`config.mk`:
```
export PLATFORM = sky130hd
export DESIGN_NAME = pll_cfg_writer
export DESIGN_NICKNAME = d
export VERILOG_FILES = /design/src/rtl/pll_cfg_pkg.sv /design/src/rtl/pll_serial_shifter.sv /design/src/rtl/pll_cfg_writer.sv
export SDC_FILE = /design/constraint.sdc
export NUM_CORES = 1
export LEC_CHECK = 0
export CORE_UTILIZATION = 36
export DETAILED_ROUTE_END_ITERATION = 12
export DONT_BUFFER_PORTS = 1
export SYNTH_ARGS = -nofsm -noshare
export SYNTH_HDL_FRONTEND = slang
export SYNTH_SLANG_ARGS = --single-unit
```
`constraint.sdc`:
```
create_clock -name clk -period 11 [get_ports clk]
set_clock_uncertainty 0.2 [all_clocks]
set_input_delay 2.2 -clock clk [delete_from_list [all_inputs] [get_ports clk]]
set_output_delay 2.2 -clock clk [all_outputs]
set_load 0.01 [all_outputs]
```
`src/rtl/pll_cfg_pkg.sv`:
```
// ----------------------------------------------------------------------------
// pll_cfg_pkg : shared opcodes, frame field positions and state encodings
// Rev 1.0
// ----------------------------------------------------------------------------
`default_nettype none

package pll_cfg_pkg;

   localparam logic [3:0] OP_WRITE  = 4'b0001;
   localparam logic [3:0] OP_BCAST  = 4'b0010;
   localparam logic [3:0] OP_STATUS = 4'b1000;

   localparam int STATUS_LEN  = 4;
   localparam int FLD_OP_HI   = 40;
   localparam int FLD_OP_LO   = 37;
   localparam int FLD_TGT_HI  = 36;
   localparam int FLD_TGT_LO  = 32;
   localparam int FLD_WORD_LO = 0;

   typedef enum logic [1:0] {
      CTRL_IDLE   = 2'd0,
      CTRL_DECODE = 2'd1,
      CTRL_WRITE  = 2'd2
   } ctrl_state_t;

   typedef enum logic [2:0] {
      SH_IDLE     = 3'd0,
      SH_SHIFT_LO = 3'd1,
      SH_SHIFT_HI = 3'd2,
      SH_LE_SETUP = 3'd3,
      SH_LE_PULSE = 3'd4
   } shift_state_t;

endpackage

`default_nettype wire

```
`src/rtl/pll_serial_shifter.sv`:
```
// ----------------------------------------------------------------------------
// pll_serial_shifter : 3-wire SCLK/SDATA/LE word serializer, MSB first
// Rev 1.0
// ----------------------------------------------------------------------------
`default_nettype none

module pll_serial_shifter
   import pll_cfg_pkg::*;
#(
   parameter int NUM_PLL       = 6,
   parameter int PLL_WORD_BITS = 32,
   parameter int SCLK_HALF     = 4,
   parameter int LE_CYCLES     = 8
) (
   input  logic                     clk,
   input  logic                     rst,
   input  logic                     start,
   input  logic [PLL_WORD_BITS-1:0] word,
   input  logic [NUM_PLL-1:0]       le_mask,
   output logic                     pll_sclk,
   output logic                     pll_sdata,
   output logic [NUM_PLL-1:0]       pll_le,
   output logic                     done
);

   localparam int CNT_MAX = (SCLK_HALF > LE_CYCLES) ? SCLK_HALF : LE_CYCLES;
   localparam int CW      = $clog2(CNT_MAX + 1);
   localparam int BW      = (PLL_WORD_BITS > 1) ? $clog2(PLL_WORD_BITS) : 1;

   localparam logic [CW-1:0] HALF_LAST = CW'(SCLK_HALF - 1);
   localparam logic [CW-1:0] LE_LAST   = CW'(LE_CYCLES - 1);
   localparam logic [BW-1:0] BIT_FIRST = BW'(PLL_WORD_BITS - 1);

   shift_state_t             state, state_nxt;
   logic [CW-1:0]            cnt;
   logic [BW-1:0]            bit_cnt, bit_nxt;
   logic [PLL_WORD_BITS-1:0] sreg, sreg_nxt;
   logic [NUM_PLL-1:0]       mask_r, mask_nxt;
   logic                     half_end;
   logic                     le_end;

   assign half_end = (cnt == HALF_LAST);
   assign le_end   = (cnt == LE_LAST);

   always_comb begin
      state_nxt = state;
      bit_nxt   = bit_cnt;
      sreg_nxt  = sreg;
      mask_nxt  = mask_r;
      done      = 1'b0;
      case (state)
         SH_IDLE: begin
            if (start) begin
               state_nxt = SH_SHIFT_LO;
               bit_nxt   = BIT_FIRST;
               sreg_nxt  = word;
               mask_nxt  = le_mask;
            end
         end
         SH_SHIFT_LO: begin
            if (half_end) state_nxt = SH_SHIFT_HI;
         end
         SH_SHIFT_HI: begin
            if (half_end) begin
               if (bit_cnt == '0) begin
                  state_nxt = SH_LE_SETUP;
               end else begin
                  state_nxt = SH_SHIFT_LO;
                  bit_nxt   = bit_cnt - 1'b1;
                  sreg_nxt  = {sreg[PLL_WORD_BITS-2:0], 1'b0};
               end
            end
         end
         SH_LE_SETUP: begin
            if (half_end) state_nxt = SH_LE_PULSE;
         end
         SH_LE_PULSE: begin
            if (le_end) begin
               state_nxt = SH_IDLE;
               done      = 1'b1;
            end
         end
         default: state_nxt = SH_IDLE;
      endcase
   end

   // Bus pins are registered from the next-state values so the chips never see decode glitches.
   always_ff @(posedge clk or posedge rst) begin
      if (rst) begin
         state     <= SH_IDLE;
         cnt       <= '0;
         bit_cnt   <= '0;
         sreg      <= '0;
         mask_r    <= '0;
         pll_sclk  <= 1'b0;
         pll_sdata <= 1'b0;
         pll_le    <= '0;
      end else begin
         state     <= state_nxt;
         cnt       <= (state_nxt != state || state == SH_IDLE) ? '0 : cnt + 1'b1;
         bit_cnt   <= bit_nxt;
         sreg      <= sreg_nxt;
         mask_r    <= mask_nxt;
         pll_sclk  <= (state_nxt == SH_SHIFT_HI);
         pll_sdata <= ((state_nxt == SH_SHIFT_LO) || (state_nxt == SH_SHIFT_HI))
                      && sreg_nxt[PLL_WORD_BITS-1];
         pll_le    <= (state_nxt == SH_LE_PULSE) ? mask_nxt : '0;
      end
   end

endmodule

`default_nettype wire

```
`src/rtl/pll_cfg_writer.sv`:
```
// ----------------------------------------------------------------------------
// pll_cfg_writer : SPI command frame handshake, decode and PLL word dispatch
// Rev 1.0
// ----------------------------------------------------------------------------
`default_nettype none

module pll_cfg_writer
   import pll_cfg_pkg::*;
#(
   parameter int CMD_BIT_NUM   = 41,
   parameter int NUM_PLL       = 6,
   parameter int PLL_WORD_BITS = 32,
   parameter int SCLK_HALF     = 4,
   parameter int LE_CYCLES     = 8
) (
   input  logic                   clk,
   input  logic                   rst,
   input  logic [CMD_BIT_NUM-1:0] data,
   input  logic [6:0]             data_num,
   input  logic                   dready,
   output logic                   ack,
   output logic                   pll_sclk,
   output logic                   pll_sdata,
   output logic [NUM_PLL-1:0]     pll_le,
   output logic                   busy,
   output logic                   cfg_err,
   output logic [7:0]             err_cnt
);

   ctrl_state_t            state, state_nxt;
   logic [CMD_BIT_NUM-1:0] cap_data;
   logic [6:0]             cap_num;
   logic [3:0]             opcode;
   logic [4:0]             target;
   logic                   capture;
   logic                   len_ok;
   logic                   is_status;
   logic                   is_uni;
   logic                   is_bcast;
   logic [NUM_PLL-1:0]     le_mask;
   logic                   start;
   logic                   drop;
   logic                   finish;
   logic                   shift_done;

   assign opcode    = cap_data[FLD_OP_HI:FLD_OP_LO];
   assign target    = cap_data[FLD_TGT_HI:FLD_TGT_LO];
   assign len_ok    = (cap_num == 7'(CMD_BIT_NUM));
   assign is_status = (cap_num == 7'(STATUS_LEN)) && (cap_data[3:0] == OP_STATUS);
   assign is_uni    = len_ok && (opcode == OP_WRITE) && (32'(target) < NUM_PLL);
   assign is_bcast  = len_ok && (opcode == OP_BCAST);
   assign le_mask   = is_bcast ? {NUM_PLL{1'b1}} : (NUM_PLL'(1) << target);

   // A new frame waits for both the ack release and the end of any write.
   assign capture   = (state == CTRL_IDLE) && dready && !ack && !busy;

   always_comb begin
      state_nxt = state;
      start     = 1'b0;
      drop      = 1'b0;
      finish    = 1'b0;
      case (state)
         CTRL_IDLE: begin
            if (capture) state_nxt = CTRL_DECODE;
         end
         CTRL_DECODE: begin
            if (is_status) begin
               state_nxt = CTRL_IDLE;
               finish    = 1'b1;
            end else if (is_uni || is_bcast) begin
               state_nxt = CTRL_WRITE;
               start     = 1'b1;
            end else begin
               state_nxt = CTRL_IDLE;
               finish    = 1'b1;
               drop      = 1'b1;
            end
         end
         CTRL_WRITE: begin
            if (shift_done) begin
               state_nxt = CTRL_IDLE;
               finish    = 1'b1;
            end
         end
         default: state_nxt = CTRL_IDLE;
      endcase
   end

   always_ff @(posedge clk or posedge rst) begin
      if (rst) begin
         state    <= CTRL_IDLE;
         cap_data <= '0;
         cap_num  <= '0;
         ack      <= 1'b0;
         busy     <= 1'b0;
         cfg_err  <= 1'b0;
         err_cnt  <= '0;
      end else begin
         state   <= state_nxt;
         cfg_err <= drop;
         if (capture) begin
            cap_data <= data;
            cap_num  <= data_num;
         end
         if (capture) begin
            ack <= 1'b1;
         end else if (ack && !dready) begin
            ack <= 1'b0;
         end
         if (capture) begin
            busy <= 1'b1;
         end else if (finish) begin
            busy <= 1'b0;
         end
         if (drop && (err_cnt != 8'hFF)) begin
            err_cnt <= err_cnt + 8'd1;
         end
      end
   end

   pll_serial_shifter #(
      .NUM_PLL       (NUM_PLL),
      .PLL_WORD_BITS (PLL_WORD_BITS),
      .SCLK_HALF     (SCLK_HALF),
      .LE_CYCLES     (LE_CYCLES)
   ) u_shifter (
      .clk       (clk),
      .rst       (rst),
      .start     (start),
      .word      (cap_data[FLD_WORD_LO +: PLL_WORD_BITS]),
      .le_mask   (le_mask),
      .pll_sclk  (pll_sclk),
      .pll_sdata (pll_sdata),
      .pll_le    (pll_le),
      .done      (shift_done)
   );

endmodule

`default_nettype wire

```
==> results of run 1 <==
-- sequential cells by signal (all words and copies together), names as in the netlist, 2 cells and up --
register,count
u_shifter.pll_le,6
cap_data,41
state,2
u_shifter.bit_cnt,5
err_cnt,8
u_shifter.mask_r,6
cap_num,7
u_shifter.sreg,32
u_shifter.state,3
u_shifter.cnt,4
-- layout by cell type (no fill, tap or decap), types with 2 or more instances in the layout --
cell type	n
and2_1	6
bufinv_16	4
nor4b_1	2
ha_1	7
xnor2_1	8
dfrtp_1	119
nor4b_2	2
buf_4	3
nand4_1	3
nor2_1	14
inv_1	11
mux2_2	5
a22o_1	30
clkbuf_8	4
clkinvlp_4	2
and3_1	5
a31oi_1	3
nand3_1	10
a21o_1	31
nand3b_1	6
o21ai_1	2
o21ai_0	10
nand2_1	156
o21a_1	3
a21oi_1	9
clkbuf_1	4
clkbuf_16	17
xor2_1	2
mux2_1	2
nor2b_1	4
a211oi_1	3
nor3_1	6
-- critical path: cells and delay by family --
| family | cells | cell delay (ns) |
|---|---|---|
| muxes | 1 | 0.23 |
| and+or+nand+nor | 1 | 0.75 |
| AOI/OAI and AO/OA | 1 | 0.44 |
-- where the power goes --
group	leakage (nW)	total, mW	switching [mW]	internal, mW
combinational	1.25	0.255	0.160	0.0953
sequential	1.57	0.640	0.0897	0.550
clock	0.304	0.592	0.189	0.403
-- stage by stage --
stage	hold slack, ns	setup WS [ns]	std cells
after floorplan	0.233	5.44	502
after global placement	0.248	7.09	660
after detailed placement	0.259	7.03	660
after CTS	0.266	7.47	692
after global routing	0.289	7.31	692
final	0.261	7.50	692
-- area by class of cell --
class	count	area, µm²
fill	1319	8010
clock buffer	25	495
tap	180	225
clock inverter	7	140
inverter	12	47.5
sequential	119	2980
timing repair buffer	3	22.5
multi-input combinational	346	2010
-- cells by family after synthesis --
group,after synthesis,synth area share [%]
AO/OA/AOI/OAI,95,13.6
adder cells (fa/ha/maj),7,1.69
flip-flops,119,57.6
buffers and inverters,37,3.68
AND/OR/NAND/NOR,226,20.0
multiplexers,8,1.72
XOR/XNOR,10,1.70
-- how the worst max path moves through the flow --
| stage | start | end | slack [ns] | cells past startpoint |
|---|---|---|---|---|
| floorplan | rst | ack | 5.44 | 1 |
| global placement | dready | state[1] | 7.09 | 3 |
| detailed placement | dready | state[1] | 7.03 | 3 |
| CTS | dready | state[1] | 7.47 | 3 |
| global route | dready | state[1] | 7.31 | 3 |
| finish | dready | state[1] | 7.50 | 3 |
-- synth_stat cells, types with 2 or more instances --
cell      count
xnor2_1       8
and3_1        6
nor2_1       14
nor4b_2       2
o21ai_0      10
buf_4         4
o21ai_1       2
nor4b_1       2
nand2_1     156
mux2_2        5
and2_1        6
nor3_1        6
nand3_1      11
clkbuf_1     11
nor2b_1       4
xor2_1        2
dfrtp_1     119
a22o_1       30
nand3b_1      6
mux2_1        2
o21a_1        3
a31oi_1       3
ha_1          7
inv_1        12
nand4_1       3
a21oi_1       9
buf_2         5
a21o_1       31
buf_6         4
a211oi_1      3
-- metal layers --
layer,GRT usage [%],vias up
li1,-,1696
met1,20.2,1726
met2,23.1,80
met3,5.85,10
met4,6.48,0
met5,0,-
==> metrics, run 1 <==
DRC errors left 0; total global-route track usage 15.5%; Post-synth top flop dfrtp_1; clk slew on worst S/H paths 0.05 ns; Worst Hold Endpoint u_shifter.cnt[0]; Avg Cell Area, Syn 10.3 µm²; final setup fails 0; DR top layer met4; hold path startpoint u_shifter.cnt[0]; core footprint 13,900 µm²; ys async rst share 100%; worst hold path cell count 1; Worst-Margin Slew 1.19 ns; max-slew violation count 0; number of max-cap violations 0; final core occ 42.5%; TritonCTS clock tree built; placer congestion estimate 0.739; CP max-delay cell nand3_2; Tot Pwr 1.49 mW; clk sinks 119; crit path cell chain nand3_2, a21oi_1, mux2i_1; CP Class in2reg; Detailed Route WL 10,300 µm; fin crit period 3.50 ns; largest net degree at the start of global routing 76; area grow syn2layout 14.6%; Cell Area, Synth 5170 µm²; Congestion Overflow GR 0; WL/cell 14.9 µm; fin crit share 31.8%; # Post-CTS Setup Buffers 0; worst r2r src cap_num[6]; Final Cell Area 5920 µm²; CP startpoint kind input pin; synth warn 0; worst skew pair latency between 0.4 and 0.5 ns; result of the run completed; Worst Hold Class reg2reg; Root Driver clkbuf_16; number of buffers created by CTS 17; slew margin rel. 20.3%; sequential element share of the synthesized area 57.6%; share of layout cells above drive strength 1 8.98%; dpl cell area approximately 5300 µm²; Post-synth EDFFs 0; NumNets Final 557; Final ANT Viol Nets 0; port bufs 0; Via Count 3,512; First-pass DRT Iterations 5; first-pass GRT wire length 17,500 µm; WL met2 4740 µm; Horiz. Die Dim 122 µm; fmax 0.286 GHz; worst r2r path cells 6; H-Tree Depth 4; vias in the first global route 3,605; hpwl dp 6610 µm; cell type with the largest total area after synthesis dfrtp_1; Ports 70; Ant. Diodes 0; RSZ-0062 raised after global routing no; VDD IR max 0.156 mV; LEAKAGE 3.13 nW; Synth area leaders dfrtp_1 (58%), nand2_1 (11%), a22o_1 (5.1%); r2r endpoint u_shifter.sreg[2]; Worst EP required around 11 ns; Setup TNS 0 ns; antenna violations before repair 0; 1st-iter DRT viols 194; hold_buf cts 0; Die Y between 100 and 150 µm; R2R Setup Slk approximately 8 ns; quantity of gates resized following cts 0; Synth cell types between 40 and 50; starting density of the core 37.1%; CP max FO 50; final hold viol count 0; pwr dens approximately 250 nW/µm²; clk buf depth 2; Yosys top cell area share between 50% and 60%; critical path capture point type flip-flop; WL met3 between 500 and 600 µm; cell count after synthesis 502; WP data arrival 3.63 ns; Via-to-Cell Ratio 5.08; CP peak stage delay 0.75 ns; syn nets 560; Site Rows 43; die area 14,800 µm²; M1 wire length slightly below 5000 µm; register bit total from synthesis 119
Power figures use the tool's default switching activity.
==> run 2, diff against run 1 <==
==> constraint.sdc (replaced) <==
create_clock -name clk -period 2.95 [get_ports clk]
set_clock_uncertainty 0.2 [all_clocks]
set_input_delay 0.59 -clock clk [delete_from_list [all_inputs] [get_ports clk]]
set_output_delay 0.59 -clock clk [all_outputs]
set_load 0.01 [all_outputs]
==> run 2 against run 1 <==
Effect of this change: clock-buffer cell count is 6 lower; via count is 0.65% higher; highest routed layer unchanged; largest power group unchanged; routed wire length up 2.1%; global-route usage rose by 0.11 points; sequential power rose to 3.7 times the previous value.
==> metrics, run 2 (same netlist as run 1, synthesis figures left out) <==
H-Tree Depth 4 (unchanged); max reg flops 41 (unchanged); CP max-delay cell dfrtp_1 (was nand3_2); # Post-CTS Setup Buffers 0 (unchanged); fin crit period between 2 and 2.5 ns; number of max-cap violations 0 (unchanged); delay-heaviest family, CP simple AND/OR/NAND/NOR gates (unchanged); Largest regs cap_data (41), u_shifter.sreg (32), err_cnt (8) (unchanged); sequential power share 44.5% (was 43.0%); crit path cell chain nor2_1, nand3b_1, nor3_4, buf_4, a22o_1, a21o_1 (was nand3_2, a21oi_1, mux2i_1); core footprint 13,900 µm² (unchanged); Worst EP required 3.10 ns (was 11.13 ns); critical path capture point type flip-flop (unchanged); Logic pwr share 18.0% (was 17.2%); pwr dens 911 nW/µm² (was 251 nW/µm²); Congestion Overflow GR 0 (unchanged); Detailed Route WL 10,500 µm (was 10,300 µm); CP max FO 23 (was 50); clk buf depth 2 (unchanged); placed instance count 666 (was 660); vias in the first global route 3,477 (was 3,605); 1st-iter DRT viols 231 (was 194); number of buffers created by CTS 17 (unchanged); DRC errors left 0 (unchanged); Biggest register cap_data (unchanged); TritonCTS clock tree built (unchanged); CP startpoint kind flip-flop (was input pin); internal power 3.75 mW (was 1.05 mW); Horiz. Die Dim 122 µm (unchanged); Setup TNS 0 ns (unchanged); WL/cell 15.1 µm (was 14.9 µm); Sw Share 30.6% (was 29.5%); Worst Hold Class in2async (was reg2reg); hold_buf cts 0 (unchanged); fin cells 696 (was 692); Via Count 3,535 (was 3,512); Die Y 122 µm (unchanged); WP data arrival 2.55 ns (was 3.63 ns); WP buf/inv 1 (was 0); placer congestion estimate 0.736 (was 0.739); VDD IR max 0.662 mV (was 0.156 mV); total global-route track usage 15.6% (was 15.5%); Site Rows 43 (unchanged); clk sinks 119 (unchanged); final worst slack 0.549 ns (was 7.50 ns); Root Driver clkbuf_16 (unchanged); most frequent cells in the layout nand2_1 (156), dfrtp_1 (119), a21o_1 (31), a22o_1 (30), clkbuf_16 (17) (unchanged); CP Class reg2reg (was in2reg); Ports 70 (unchanged); area grow syn2layout 14.6% (about the same); share of layout cells above drive strength 1 10.3% (was 8.98%); clk slew on worst S/H paths 0.05 ns (about the same); port bufs 0 (unchanged); Ant. Diodes 0 (unchanged); commonest non-fill, non-tap cell in the layout nand2_1 (unchanged); antenna violations before repair 0 (unchanged); fmax 0.416 GHz; worst skew pair latency 0.42 ns (about the same); Final ANT Viol Nets 0 (unchanged); NumNets Final 563 (was 557); slew margin rel. 56.1% (was 20.3%); max-slew violation count 0 (unchanged); Worst-Margin Slew 0.659 ns (was 1.19 ns); RSZ-0062 raised after global routing no (unchanged); largest net degree at the start of global routing 120 (was 76); Via-to-Cell Ratio 5.08 (about the same); fin crit share 81.4%; Sw Pwr 1.65 mW (was 438 µW); first-pass GRT wire length 17,500 µm (about the same); final hold viol count 0 (unchanged); die area 14,800 µm² (unchanged); LEAKAGE 3.14 nW (was 3.13 nW); result of the run completed (unchanged); starting density of the core 37.1% (unchanged); clock power share 37.5% (was 39.8%); hpwl dp 6840 µm (was 6610 µm); final setup fails 0 (unchanged); pre-CTS WS 0.560 ns (was 7.03 ns); CP peak stage delay 0.48 ns (was 0.75 ns); First-pass DRT Iterations 4 (was 5); quantity of gates resized following cts 0 (unchanged)
==> run 2: cell count changes in the layout (fill, tap and decap cells not counted), sizes merged <==
cell,change
inv,-1
clkbuf,-6
buf,+6
bufinv,-1
clkinv,+6
==> run 2: stage by stage <==
step / power [mW] / cell area, µm² / utilization, % / hold WS [ns]
global placement: 3.36 / 5340 / 38.3 / 0.250
global route: 5.74 / 5920 / 42.5 / 0.0684
finish: 5.39 / 5920 / 42.5 / 0.0241
floorplan: 3.10 / 5170 / - / 0.233
detailed placement: 3.40 / 5340 / 38.3 / 0.266
CTS: 5.47 / 5920 / 42.5 / 0.0592
==> run 2: worst register-to-register path, delay by kind of cell, from the launching register on <==
kind            cells  cell delay (ns)
buf+inv             1             0.37
compound gates      2             0.27
simple gates        3             1.02
flops               1             0.48
==> run 2: final timing paths <==
check                           slack [ns]  cells after the start                  end          startpoint
worst max-delay path                  0.55                      6   u_shifter.sreg[13]  u_shifter.state[0]
worst min-delay path                  0.02                      2          cap_data[0]                 rst
worst max register to register        0.55                      6   u_shifter.sreg[13]  u_shifter.state[0]
worst min register to register        0.27                      1     u_shifter.cnt[0]    u_shifter.cnt[0]
max in group asynchronous             2.03                      2  u_shifter.pll_sdata                 rst
min in group clk                      0.08                      2           cap_num[3]         data_num[3]
==> run 2: layout make-up <==
cell class	count	area, µm²
inverter	12	48.8
timing repair buffer	9	80.1
sequential	119	2980
clock buffer	19	443
tap	180	225
clock inverter	11	133
multi-input combinational	346	2010
fill	1312	8020
==> run 2: metal layers <==
layer	vias up	routed length (µm)	GRT usage, %
met5	-	0	0
met2	70	4790	23.5
met3	11	453	4.82
li1	1708	-	-
met1	1746	5140	20.5
met4	0	140	7.18
==> run 2: power by group through the flow <==
stage,Clock [mW],Combinational (mW),Sequential (mW)
global route,2.14,1.14,2.46
detailed placement,0,0.983,2.42
floorplan,0,0.783,2.31
finish,2.02,0.972,2.40
CTS,2.07,0.991,2.40
global placement,0,0.938,2.42
==> run 3, diff against run 2 <==
--- a/config.mk
+++ b/config.mk
@@ -5,6 +5,7 @@
 export SDC_FILE = /design/constraint.sdc
 export NUM_CORES = 1
 export LEC_CHECK = 0
+export ABC_AREA = 1
 export CORE_UTILIZATION = 36
 export DETAILED_ROUTE_END_ITERATION = 12
 export DONT_BUFFER_PORTS = 1
==> constraint.sdc (replaced) <==
create_clock -name clk -period 2.3 [get_ports clk]
set_clock_uncertainty 0.2 [all_clocks]
set_input_delay 0.46 -clock clk [delete_from_list [all_inputs] [get_ports clk]]
set_output_delay 0.46 -clock clk [all_outputs]
set_load 0.01 [all_outputs]
==> run 3 against run 2 <==
Effect of this change: the flow now finishes with violations (design-rule violations); register-to-register slack worse by 0.36 ns; sequential cell count is the same; area after synthesis increased by 5.2%; routed wire length increased by 11%; clock-buffer cell count rose by 1; design area up 16%; via count is 17% higher; total power fell by 2.0%; worst setup slack worse by 0.36 ns; utilization up 4.3 points; global-route usage rose by 1.2 points; sequential share of layout area down 6.8 points; critical endpoint is now cap_num[5]; highest routed layer unchanged.
==> metrics, run 3 <==
result of the run finished with violations (was completed); failing checks design-rule violations; port bufs 0 (unchanged); Largest regs cap_data (41), u_shifter.sreg (32), err_cnt (8) (unchanged); Avg Cell Area, Syn 8.74 µm² (was 10.3 µm²); area grow syn2layout 26.0% (was 14.6%); First-pass DRT Iterations 10 (was 4); # Post-CTS Setup Buffers 0 (unchanged); LEAKAGE 3.38 nW (was 3.14 nW); max-slew violation count 0 (unchanged); NumNets Final 739 (was 563); clk buf depth 2 (unchanged); Yosys top cell area share 54.8% (was 57.6%); Root Driver clkbuf_16 (unchanged); largest net degree at the start of global routing 68 (was 120); number of buffers created by CTS 17 (unchanged); antenna violations before repair 0 (unchanged); hpwl dp 8020 µm (was 6840 µm); cell count after synthesis 622 (was 502); number of max-cap violations 0 (unchanged); CP startpoint kind flip-flop (unchanged); Ant. Diodes 0 (unchanged); CP max FO 21 (was 23); share of layout cells above drive strength 1 13.3% (was 10.3%); first-pass GRT wire length 20,800 µm (was 17,500 µm); RSZ-0062 raised after global routing yes (was no); WL/cell 13.3 µm (was 15.1 µm); most used cell, CP inv_1; fin crit share 91.7% (was 81.4%); # fillers 1,364 (was 1,312); 1st-iter DRT viols 289 (was 231); Cell Area, Synth 5440 µm² (was 5170 µm²); sequential element share of the synthesized area 54.8% (was 57.6%); CP max-delay cell inv_1 (was dfrtp_1); fin crit period 2.11 ns (was 2.40 ns); Ports 70 (unchanged); pwr dens 772 nW/µm² (was 911 nW/µm²); core footprint 14,600 µm² (was 13,900 µm²); starting density of the core 37.1% (about the same); most frequent cells after synthesis nand2_1 (200), dfrtp_1 (119), inv_1 (70) (was nand2_1 (156), dfrtp_1 (119), a21o_1 (31)); Site Rows 44 (was 43); Synth cell types 34 (was 46); fmax 0.474 GHz (was 0.416 GHz); Final ANT Viol Nets 0 (unchanged); placer congestion estimate 0.803 (was 0.736); commonest non-fill, non-tap cell in the layout nand2_1 (unchanged); slew margin rel. 51.8% (was 56.1%); critical path capture point type flip-flop (unchanged); count leader, synth nand2_1 (unchanged); clk slew on worst S/H paths 0.06 ns (was 0.05 ns); final hold viol count 0 (unchanged); Worst-Margin Slew 0.723 ns (was 0.659 ns); vias in the first global route 4,338 (was 3,477); cell type with the largest total area after synthesis dfrtp_1 (unchanged); total global-route track usage 16.8% (was 15.6%); Detailed Route WL 11,700 µm (was 10,500 µm); register bit total from synthesis 119 (unchanged); Synth area leaders dfrtp_1 (55%), nand2_1 (14%), inv_1 (4.8%) (was dfrtp_1 (58%), nand2_1 (11%), a22o_1 (5.1%)); Post-synth EDFFs 0 (unchanged); most frequent cells in the layout nand2_1 (200), dfrtp_1 (119), inv_1 (69), dlygate4sd3_1 (50), o21ai_0 (42) (was nand2_1 (156), dfrtp_1 (119), a21o_1 (31), a22o_1 (30), clkbuf_16 (17)); max reg flops 41 (unchanged); final core occ 46.8% (was 42.5%); H-Tree Depth 4 (unchanged); area of the multi-input gates 2050 µm² (was 2010 µm²); crit path cell chain inv_1, ha_1, inv_1, nor4_4, inv_1, nand2_1, nand2_1 (was nor2_1, nand3b_1, nor3_4, buf_4, a22o_1, a21o_1); Final Cell Area 6850 µm² (was 5920 µm²); Die Y 125 µm (was 122 µm); synth warn 0 (unchanged); dpl cell area 5700 µm² (was 5340 µm²); worst skew pair latency 0.41 ns (was 0.42 ns); ys async rst share 100% (unchanged); final setup fails 0 (unchanged); CP peak stage delay 0.45 ns (was 0.48 ns); DRC errors left 6 (was 0); clk sinks 119 (unchanged); Biggest register cap_data (unchanged); VDD IR max 0.495 mV (was 0.662 mV); Post-synth top flop dfrtp_1 (unchanged); WP data arrival 2.21 ns (was 2.55 ns); Worst EP required 2.40 ns (was 3.10 ns); Horiz. Die Dim 125 µm (was 122 µm); CP Class reg2reg (unchanged); Via Count 4,149 (was 3,535); Via-to-Cell Ratio 4.73 (was 5.08); die area 15,600 µm² (was 14,800 µm²); delay-heaviest family, CP buffers and inverters (was simple AND/OR/NAND/NOR gates); TritonCTS clock tree built (unchanged); Worst Hold Class reg2reg (was in2async); Congestion Overflow GR 0 (unchanged); WP buf/inv 3 (was 1); syn nets 680 (was 560); Reg area 2980 µm² (unchanged)
## run 3: changes by cell type in the layout (fill, tap and decap cells not counted), sizes merged, moves of 7 or more
| cell | previous run | this run |
|---|---|---|
| a22o | 30 | 1 |
| o211ai | 0 | 19 |
| o21ai | 12 | 50 |
| nor2 | 15 | 42 |
| a21o | 31 | 0 |
| mux2 | 7 | 0 |
| nand2 | 156 | 217 |
| inv | 11 | 76 |
| xor2 | 2 | 9 |
| nand3 | 11 | 40 |
| dlygate4sd3 | 0 | 50 |
## run 3: final cells by class
class	instances	area share, %
Clock buffer	20	6.67
Clock inverter	12	2.89
Inverter	76	4.22
Multi-Input combinational cell	405	29.9
Sequential cell	119	43.5
Tap cell	184	3.36
Timing Repair Buffer	62	9.53
## run 3: worst paths after layout
| check | startpoint | to | slack (ns) | depth (start not counted) |
|---|---|---|---|---|
| worst min-delay path | cap_data[5] | cap_data[5] | 0.27 | 2 |
| min in group asynchronous | rst | err_cnt[7] | 0.42 | 2 |
| max in group asynchronous | rst | u_shifter.sreg[22] | 0.84 | 3 |
| worst max-delay path | state[1] | cap_num[5] | 0.19 | 7 |
| worst max register to register | state[1] | cap_num[5] | 0.19 | 7 |
| worst min register to register | cap_data[5] | cap_data[5] | 0.27 | 2 |
## run 3: tightest hold or removal path, delay by kind of cell (launching register included)
family / cells / cell delay, ns
and+or+nand+nor: 2 / 0.10
DFF: 1 / 0.34
## run 3: logic make-up (layout without fill, tap and decap cells)
group	Yosys count	after routing	share of synthesized area (%)
xor gates and xnor gates	12	12	1.93
buffers and inverters	98	170	7.62
and+or+nand+nor	308	308	24.9
adders and majority gates	7	7	1.61
AOI/OAI and AO/OA	78	78	9.11
DFF	119	119	54.8
## run 3: report_power, final
| group | internal (mW) | switching [mW] |
|---|---|---|
| Sequential | 2.14 | 0.0251 |
| Combinational | 0.0906 | 0.104 |
| Clock | 1.98 | 0.945 |
| Total | 4.21 | 1.07 |
## run 3: timing repair
item	CTS	global route
hold buffers	50	0
endpoints found under the setup margin	0	12
gates resized for setup	0	0
endpoints found under the hold margin	74	0
## run 3: stage by stage
stage          setup WS (ns)  cells  TNS, ns  hold WS (ns)  total power [mW]
3_3_place_gp           0.225    796        0         0.244              2.33
3_5_place_dp           0.159    796        0         0.261              2.33
5_1_grt              -0.0253    878   -0.120         0.286              5.46
4_1_cts                0.152    878        0         0.269              5.34
2_1_floorplan          0.185    622        0         0.233              2.29
6_report               0.192    878        0         0.271              5.29
## run 3: layer usage
layer	share of wire [%]	up-vias	track usage, %
met2	48	83	27.4
met5	0	-	0
met4	1.2	0	5.31
li1	-	2071	-
met3	4.5	10	5.20
met1	46	1985	21.4
